===== src/rtl/tdm_pkg.sv =====
// Shared TDM framing definitions.
// Used by the serialiser and demultiplexer.
package tdm_pkg;

  localparam int NUM_SLOTS = 4;
  localparam int SLOT_W    = 2;
  localparam int MISS_W    = 3;

  typedef enum logic {
    HUNT   = 1'b0,
    LOCKED = 1'b1
  } state_t;

  // Saturating miss count step.
  function automatic logic [MISS_W-1:0] miss_step(
    input logic [MISS_W-1:0] m,
    input logic [MISS_W-1:0] lim
  );
    return (m >= lim) ? lim : m + 1'b1;
  endfunction

endpackage


===== src/rtl/tdm_slot_counter.sv =====
// Wrapping slot counter.
// Clear beats load-to-1 beats increment.
module tdm_slot_counter
  import tdm_pkg::*;
(
  input  logic              clk,
  input  logic              reset,
  input  logic              clr,
  input  logic              load1,
  input  logic              inc,
  output logic [SLOT_W-1:0] slot,
  output logic              address0,
  output logic              address1
);

  // Slot index of the bit expected next.
  always_ff @(posedge clk) begin
    if (reset || clr)
      slot <= '0;
    else if (load1)
      slot <= SLOT_W'(1);
    else if (inc)
      slot <= slot + 1'b1;
  end

  assign address0 = slot[0];
  assign address1 = slot[1];

endmodule


===== src/rtl/tdm_demultiplexer.sv =====
// TDM receive demultiplexer.
// Aligns on frame_sync and emits 4-lane frames.
module tdm_demultiplexer
  import tdm_pkg::*;
#(
  parameter int MISS_LIMIT = 2
) (
  input  logic clk,
  input  logic reset,
  input  logic serial_in,
  input  logic frame_sync,
  output logic out0,
  output logic out1,
  output logic out2,
  output logic out3,
  output logic address0,
  output logic address1,
  output logic frame_valid,
  output logic sync_error,
  output logic locked
);

  localparam logic [MISS_W-1:0] LIM =
    MISS_W'(MISS_LIMIT);

  state_t              state;
  state_t              state_nxt;
  logic [SLOT_W-1:0]   slot;
  logic [MISS_W-1:0]   miss;
  logic [MISS_W-1:0]   miss_inc;
  logic [2:0]          shadow;

  logic cnt_clr;
  logic cnt_load1;
  logic cnt_inc;
  logic restart;
  logic capture;
  logic complete;
  logic err;
  logic miss_clr;
  logic miss_upd;
  logic c_err;
  logic c_loss;

  tdm_slot_counter u_slot (
    .clk      (clk),
    .reset    (reset),
    .clr      (cnt_clr),
    .load1    (cnt_load1),
    .inc      (cnt_inc),
    .slot     (slot),
    .address0 (address0),
    .address1 (address1)
  );

  assign miss_inc = miss_step(miss, LIM);
  assign c_err    = frame_sync && (slot != '0);
  assign c_loss   = !frame_sync && (slot == '0)
                 && (miss_inc >= LIM);

  // FSM state register.
  always_ff @(posedge clk) begin
    if (reset)
      state <= HUNT;
    else
      state <= state_nxt;
  end

  // Next state and datapath controls.
  always_comb begin
    state_nxt = state;
    cnt_clr   = 1'b0;
    cnt_load1 = 1'b0;
    cnt_inc   = 1'b0;
    restart   = 1'b0;
    capture   = 1'b0;
    complete  = 1'b0;
    err       = 1'b0;
    miss_clr  = 1'b0;
    miss_upd  = 1'b0;
    unique case (state)
      HUNT: begin
        if (frame_sync) begin
          restart   = 1'b1;
          cnt_load1 = 1'b1;
          miss_clr  = 1'b1;
          state_nxt = LOCKED;
        end
      end
      LOCKED: begin
        unique case (1'b1)
          c_err: begin
            err       = 1'b1;
            restart   = 1'b1;
            cnt_load1 = 1'b1;
            miss_clr  = 1'b1;
          end
          c_loss: begin
            state_nxt = HUNT;
            cnt_clr   = 1'b1;
            miss_upd  = 1'b1;
          end
          default: begin
            capture  = 1'b1;
            cnt_inc  = 1'b1;
            complete = (slot == 2'd3);
            if (slot == '0) begin
              miss_clr = frame_sync;
              miss_upd = !frame_sync;
            end
          end
        endcase
      end
      default: state_nxt = HUNT;
    endcase
  end

  // Shadow, miss counter, lanes and pulses.
  always_ff @(posedge clk) begin
    if (reset) begin
      shadow      <= '0;
      miss        <= '0;
      out0        <= 1'b0;
      out1        <= 1'b0;
      out2        <= 1'b0;
      out3        <= 1'b0;
      frame_valid <= 1'b0;
      sync_error  <= 1'b0;
    end else begin
      frame_valid <= complete;
      sync_error  <= err;
      if (miss_clr)
        miss <= '0;
      else if (miss_upd)
        miss <= miss_inc;
      if (restart) begin
        shadow <= {2'b00, serial_in};
      end else if (capture) begin
        case (slot)
          2'd0:    shadow[0] <= serial_in;
          2'd1:    shadow[1] <= serial_in;
          2'd2:    shadow[2] <= serial_in;
          default: ;
        endcase
      end
      if (complete) begin
        out0 <= shadow[0];
        out1 <= shadow[1];
        out2 <= shadow[2];
        out3 <= serial_in;
      end
    end
  end

  assign locked = (state == LOCKED);

endmodule


===== config.mk =====
export PLATFORM = sky130hd
export DESIGN_NAME = tdm_demultiplexer
export DESIGN_NICKNAME = d
export VERILOG_FILES = /design/src/rtl/tdm_pkg.sv /design/src/rtl/tdm_slot_counter.sv /design/src/rtl/tdm_demultiplexer.sv
export SDC_FILE = /design/constraint.sdc
export NUM_CORES = 1
export LEC_CHECK = 0
export ABC_AREA = 1
export CORE_AREA = 2 2 41 43
export DETAILED_ROUTE_END_ITERATION = 10
export DIE_AREA = 0 0 43 45
export PLACE_DENSITY = 0.81
export RECOVER_POWER = 100
export SLEW_MARGIN = 40
export SYNTH_ARGS = -nofsm -noshare
export SYNTH_HDL_FRONTEND = slang
export SYNTH_SLANG_ARGS = --single-unit

===== constraint.sdc =====
create_clock -name clk -period 3.8 [get_ports clk]
set_input_delay 0.38 -clock clk [delete_from_list [all_inputs] [get_ports clk]]
set_output_delay 0.38 -clock clk [all_outputs]
set_load 0.02 [all_outputs]

==> impl_metrics.env, run 1 <==
export IMPL_timing_final_crit_period_ps=1870
export IMPL_grt_max_degree=11
export IMPL_synth_top_cell_by_area="dfxtp_1"
export IMPL_htreeDepth=1
export IMPL_hp_class="reg2reg"
export IMPL_syn_to_final_growth_pct=19.59
export IMPL_clock_sinks=15
export IMPL_endpoint_kind="register"
export IMPL_p_leak_nw=0.4506
export IMPL_max_slew_margin_pct=78.60
export IMPL_r2r_end="out3$_SDFFE_PP0P_"
export IMPL_seq_power_share_pct=55.1
export IMPL_rsz0062_at_grt="no"
export IMPL_final_nets=125
export IMPL_synth_cells=99
export IMPL_syn_cell_area_um2=740.7
export IMPL_yosysSeqAreaShare_pct=40.54
export IMPL_pwr_share_comb_pct=14.5
export IMPL_cap_violations=0
export IMPL_drt_wl_total_mm=1.283
export IMPL_synth_area_leaders="dfxtp_1 41%, nand2_1 13%, ha_1 8.4%, inv_1 7.6%, nor2_1 7.6%"
export IMPL_core_area_um2=1471
export IMPL_switching_share_pct=27.89
export IMPL_syn_nets=108
export IMPL_hold_slack_ps=474.3
export IMPL_floorplan_initialDensity_pct=50.34
export IMPL_clk_pin_slew_ps=90
export IMPL_drive_above_1_share_pct=7.826
export IMPL_dieArea_um2=1935
export IMPL_status="finished, final reports clean"
export IMPL_synth_seq_cells=15
export IMPL_critPathRequiredTime_ps=3980
export IMPL_worst_pin_slew_ps=320.1
export IMPL_max_freq_ghz=0.5347
export IMPL_finClkSkew_ps=2.247
export IMPL_power_internal_w=0.0002180
export IMPL_period_share_pct=49.21
export IMPL_track_usage_pct=15.25
export IMPL_ant_nets=0
export IMPL_synth_distinct_cells=20
export IMPL_die_x_um=43
export IMPL_finalSetupViolCount=0
export IMPL_drtPass1Iterations=4
export IMPL_critPathLaunch="u_slot.slot[0]$_SDFFE_PP0P_"
export IMPL_postCtsSetupRepairBufs=0
export IMPL_routed_via_count=630
export IMPL_r2r_start="u_slot.slot[0]$_SDFFE_PP0P_"
export IMPL_synth_warnings=0
export IMPL_vdd_drop_max_uv=190.7
export IMPL_netSwitchingPower_w=0.00008432
export IMPL_cts_repair_resized=0
export IMPL_power_density_nw_per_um2=341.3
export IMPL_wire_per_inst_um=9.794
export IMPL_antenna_found_initial=0
export IMPL_design_area_um2=885.9
export IMPL_cts_tree="yes"
export IMPL_postSynthAreaPerCell_um2=7.482
export IMPL_grt_pass1_vias=562
export IMPL_gp_congestion=0.8368
export IMPL_die_h_um=45
export IMPL_antenna_cells=0
export IMPL_dpl_cell_area_um2=880.8
export IMPL_crit_end="out3$_SDFFE_PP0P_"
export IMPL_cts_hold_buf=0
export IMPL_hold_viol_final=0
export IMPL_cp_max_fo=10
export IMPL_grt_overflow=0
export IMPL_finalPower_w=0.0003023
export IMPL_initialDrtViolationCount=11
export IMPL_rrSetupSlack_ps=1930
export IMPL_num_rows=14
export IMPL_netlist_area_leader_share_pct=40.54
export IMPL_ios=13
export IMPL_drc=0
export IMPL_port_buffers=12
export IMPL_viasPerCell=4.809
export IMPL_clk_latency_ps=280
export IMPL_fin_setup_tns_ps=0
export IMPL_cts_buffer_depth=2
export IMPL_grt_pass1_wl_mm=2.194
export IMPL_hpwl_um=938
export IMPL_clockPowerShare_pct=30.4
export IMPL_crit_path_start_kind="register"
export IMPL_r2r_cells=8
export IMPL_cts_root_buf="clkbuf_4"
export IMPL_crit_arrival_ps=2050
export IMPL_drv_slew=0
export IMPL_cts_buffers=3
export IMPL_criticalPathCategory="reg2reg"
==> cell type report <==
type                            instances  area, um^2
Clock buffer                            3       22.52
Clock inverter                          1       5.005
Fill cell                             136       585.6
Inverter                               16       60.06
Multi-Input combinational cell         68       357.8
Sequential cell                        15       300.3
Tap cell                               16       20.02
Timing Repair Buffer                   12       120.1
==> registers in the layout (all words and copies together), names as in the netlist <==
name and cells:
out0 1, out3 1, out2 1, shadow 3, out1 1, frame_valid 1
miss 3, u_slot.slot 2, locked 1, sync_error 1
==> stage by stage <==
stage | utilization, % | instances | worst slack (ps)
2_1_floorplan | - | 99 | 2305
5_1_grt | 60.20 | 131 | 1756
4_1_cts | 61.73 | 131 | 2058
6_report | 60.20 | 131 | 1930
3_3_place_gp | 59.86 | 127 | 2169
3_5_place_dp | 59.86 | 127 | 2139
==> worst max-delay path, stage by stage (launching register included) <==
cell     delay (ps)
dfxtp_1         430
inv_1            90
ha_1            240
inv_1           120
nor2_1           80
nand2_1         250
nand3_1         310
nor2_1          210
nor2_2           50
==> power groups by stage <==
stage	registers, W	logic [W]	clock network (W)
floorplan	0.000174	0.0000266	0
CTS	0.000167	0.0000474	0.0000948
global route	0.000168	0.0000499	0.000101
global placement	0.000170	0.0000469	0
detailed placement	0.000171	0.0000471	0
finish	0.000167	0.0000438	0.0000918
==> layer usage <==
metal | wire [um] | track usage, % | vias to the layer above
met5 | 0 | 0 | -
met4 | 13 | 8.485 | 0
met3 | 67 | 3.600 | 2
met2 | 551 | 21.82 | 21
met1 | 650 | 21.25 | 266
li1 | - | - | 341
==> cell usage in the layout, fill, tap and decap left out <==
cell | netlist | final
nor2_1 | 15 | 16
nand3_1 | 4 | 5
clkinv_2 | 0 | 1
dlygate4sd3_1 | 0 | 10
a211oi_1 | 1 | 1
clkdlybuf4s50_1 | 0 | 2
a21oi_4 | 1 | 1
ha_1 | 5 | 5
nor2_2 | 2 | 1
nor2_4 | 1 | 1
nor3_1 | 1 | 1
clkbuf_4 | 0 | 3
nand3_2 | 1 | 1
dfxtp_1 | 15 | 15
inv_1 | 15 | 15
nand4_1 | 1 | 1
inv_2 | 1 | 1
nand2_1 | 25 | 26
o21ai_0 | 2 | 2
nor4_1 | 1 | 1
a221oi_1 | 1 | 1
a21oi_1 | 5 | 5
==> cells by family after synthesis <==
logic type / share of synthesized area [%]
buffers and inverters: 8.107
AOI/OAI and AO/OA: 9.122
adders and majority gates: 8.446
and+or+nand+nor: 33.78
DFF: 40.54
==> Yosys cell counts <==
cell type / number
nor4_1: 1
nand3_1: 4
dfxtp_1: 15
nand3_4: 1
inv_2: 1
nand3_2: 1
nor2_1: 15
nand2_1: 25
nor2_2: 2
a211oi_1: 1
a221oi_1: 1
a21oi_1: 5
ha_1: 5
nor3_1: 1
nand2_4: 1
o21ai_0: 2
a21oi_4: 1
nor2_4: 1
nand4_1: 1
inv_1: 15
==> worst min path at each step <==
| stage | from | to | depth (start not counted) |
|---|---|---|---|
| finish | shadow[0]$_SDFFE_PP0P_ | shadow[0]$_SDFFE_PP0P_ | 2 |
| global placement | shadow[0]$_SDFFE_PP0P_ | shadow[0]$_SDFFE_PP0P_ | 2 |
| detailed placement | shadow[0]$_SDFFE_PP0P_ | shadow[0]$_SDFFE_PP0P_ | 2 |
| CTS | shadow[0]$_SDFFE_PP0P_ | shadow[0]$_SDFFE_PP0P_ | 2 |
| floorplan | shadow[0]$_SDFFE_PP0P_ | shadow[0]$_SDFFE_PP0P_ | 2 |
| global route | shadow[0]$_SDFFE_PP0P_ | shadow[0]$_SDFFE_PP0P_ | 2 |
Power figures use the tool's default switching activity.
==> run 2: changes to the inputs <==
CORE_AREA = 2 2 44 46   (was 2 2 41 43)
DIE_AREA = 0 0 46 48   (was 0 0 43 45)
PLACE_DENSITY = 0.75   (was 0.81)
clock period = 1.58 ns   (was 3.8 ns; I/O delays follow)
==> impl_metrics.env, run 2 (synthesis gave the netlist of run 1 again) <==
export IMPL_track_usage_pct=13.17
export IMPL_reg_top3="miss (3), shadow (3), u_slot.slot (2)"
export IMPL_die_x_um=46
export IMPL_r2r_cells=9
export IMPL_drt_wl_total_mm=1.344
export IMPL_final_cell_mix="25 x nand2_1, 15 x inv_1, 15 x nor2_1"
export IMPL_crit_path_start_kind="register"
export IMPL_timing_final_crit_period_ps=1502
export IMPL_cts_root_buf="clkbuf_4"
export IMPL_rsz0062_at_grt="no"
export IMPL_drc=0
export IMPL_p_leak_nw=0.4621
export IMPL_cts_buffer_depth=2
export IMPL_antenna_cells=0
export IMPL_ios=13
export IMPL_ant_nets=0
export IMPL_cp_max_fo=5
export IMPL_criticalPathCategory="reg2out"
export IMPL_wire_per_inst_um=10.11
export IMPL_grt_max_degree=11
export IMPL_cp_cell_sequence="buf_4 > clkdlybuf4s50_1"
export IMPL_hpwl_mm=1.059
export IMPL_postCtsSetupRepairBufs=0
export IMPL_power_density_nw_per_um2=797.3
export IMPL_rrSetupSlack_ps=170
export IMPL_cts_tree="yes"
export IMPL_endpoint_kind="primary output"
export IMPL_num_rows=15
export IMPL_crit_arrival_ps=1340
export IMPL_htreeDepth=1
export IMPL_routed_via_count=674
export IMPL_drtPass1Iterations=4
export IMPL_initialDrtViolationCount=16
export IMPL_floorplan_initialDensity_pct=43.85
export IMPL_syn_to_final_growth_pct=23.82
export IMPL_critPathMaxStageDelay_ps=600
export IMPL_slowest_stage="clkdlybuf4s50_1"
export IMPL_worstHoldEndpoint="shadow[0]$_SDFFE_PP0P_"
export IMPL_worst_pin_slew_ps=275.1
export IMPL_holdPathStages=2
export IMPL_drive_above_1_share_pct=11.21
export IMPL_hold_slack_ps=463.7
export IMPL_critPathLaunch="u_slot.slot[0]$_SDFFE_PP0P_"
export IMPL_grt_pass1_vias=501
export IMPL_max_slew_margin_pct=81.66
export IMPL_cts_buffers=3
export IMPL_fillers=175
export IMPL_hold_viol_final=0
export IMPL_status="finished, final reports clean"
export IMPL_r2r_start="u_slot.slot[1]$_SDFFE_PP0P_"
export IMPL_max_freq_ghz=0.6659
export IMPL_port_buffers=12
export IMPL_period_share_pct=95.04
export IMPL_finalSetupViolCount=0
export IMPL_antenna_found_initial=0
export IMPL_cts_repair_resized=0
export IMPL_clock_sinks=15
export IMPL_finalPower_w=0.0007313
export IMPL_dieArea_um2=2208
export IMPL_vdd_drop_max_uv=480.7
export IMPL_grt_overflow=0
export IMPL_hold_path_startpoint="shadow[0]$_SDFFE_PP0P_"
export IMPL_r2r_end="out2$_SDFFE_PP0P_"
export IMPL_hp_class="reg2reg"
export IMPL_clk_pin_slew_ps=90
export IMPL_mostFrequentLayoutCell="nand2_1"
export IMPL_gp_congestion=0.8262
export IMPL_cts_hold_buf=0
export IMPL_fin_setup_tns_ps=0
export IMPL_die_h_um=48
export IMPL_clk_latency_ps=280
export IMPL_critPathRequiredTime_ps=1420
export IMPL_core_area_um2=1689
export IMPL_finClkSkew_ps=7.508
export IMPL_grt_pass1_wl_mm=1.994
export IMPL_cap_violations=0
export IMPL_drv_slew=0
export IMPL_final_nets=126
export IMPL_viasPerCell=5.068
## run 2: area by class of cell
cell class | count | area, um^2 | share of cell area, %
Multi-Input combinational cell | 68 | 380.4 | 41.47
Sequential cell | 15 | 301.5 | 32.88
Timing Repair Buffer | 13 | 127.6 | 13.92
Inverter | 16 | 60.06 | 6.548
Clock buffer | 4 | 26.28 | 2.865
Tap cell | 17 | 21.27 | 2.319
## run 2: metal layers
metal | vias to the layer above | part of all wire (%) | global-route usage (%)
met5 | - | 0 | 0
met4 | 0 | 2.8 | 10.29
met3 | 4 | 4.7 | 3.774
met2 | 14 | 48 | 20.56
met1 | 308 | 45 | 15.12
li1 | 348 | - | -
## run 2: metrics by stage
stage          utilization [%]  area, um^2  worst slack, ps  std cells
2_1_floorplan                -       740.7            84.64         99
3_3_place_gp             52.67       889.6            168.5        129
3_5_place_dp             52.67       889.6            122.5        129
4_1_cts                  54.22       915.9            62.50        133
5_1_grt                  54.30       917.1           0.1208        133
6_report                 54.30       917.1            78.34        133
## run 2: critical path: cells and delay by family, from the launching register on
kind / cells / cell delay (ps)
buffers and inverters: 2 / 730
flip-flops: 1 / 330
## run 2: worst max path at each step
stage / endpoint / slack (ps) / cells after the start
2_1_floorplan: out3$_SDFFE_PP0P_ / 80 / 8
3_3_place_gp: out3$_SDFFE_PP0P_ / 170 / 7
3_5_place_dp: out2$_SDFFE_PP0P_ / 120 / 7
4_1_cts: address0 / 60 / 2
5_1_grt: address0 / 0.1 / 2
6_report: address0 / 80 / 2
## run 2: power breakdown
part           internal, W  switching [W]
Combinational    0.0000476      0.0000750
Sequential        0.000390     0.00000802
Clock            0.0000977       0.000113
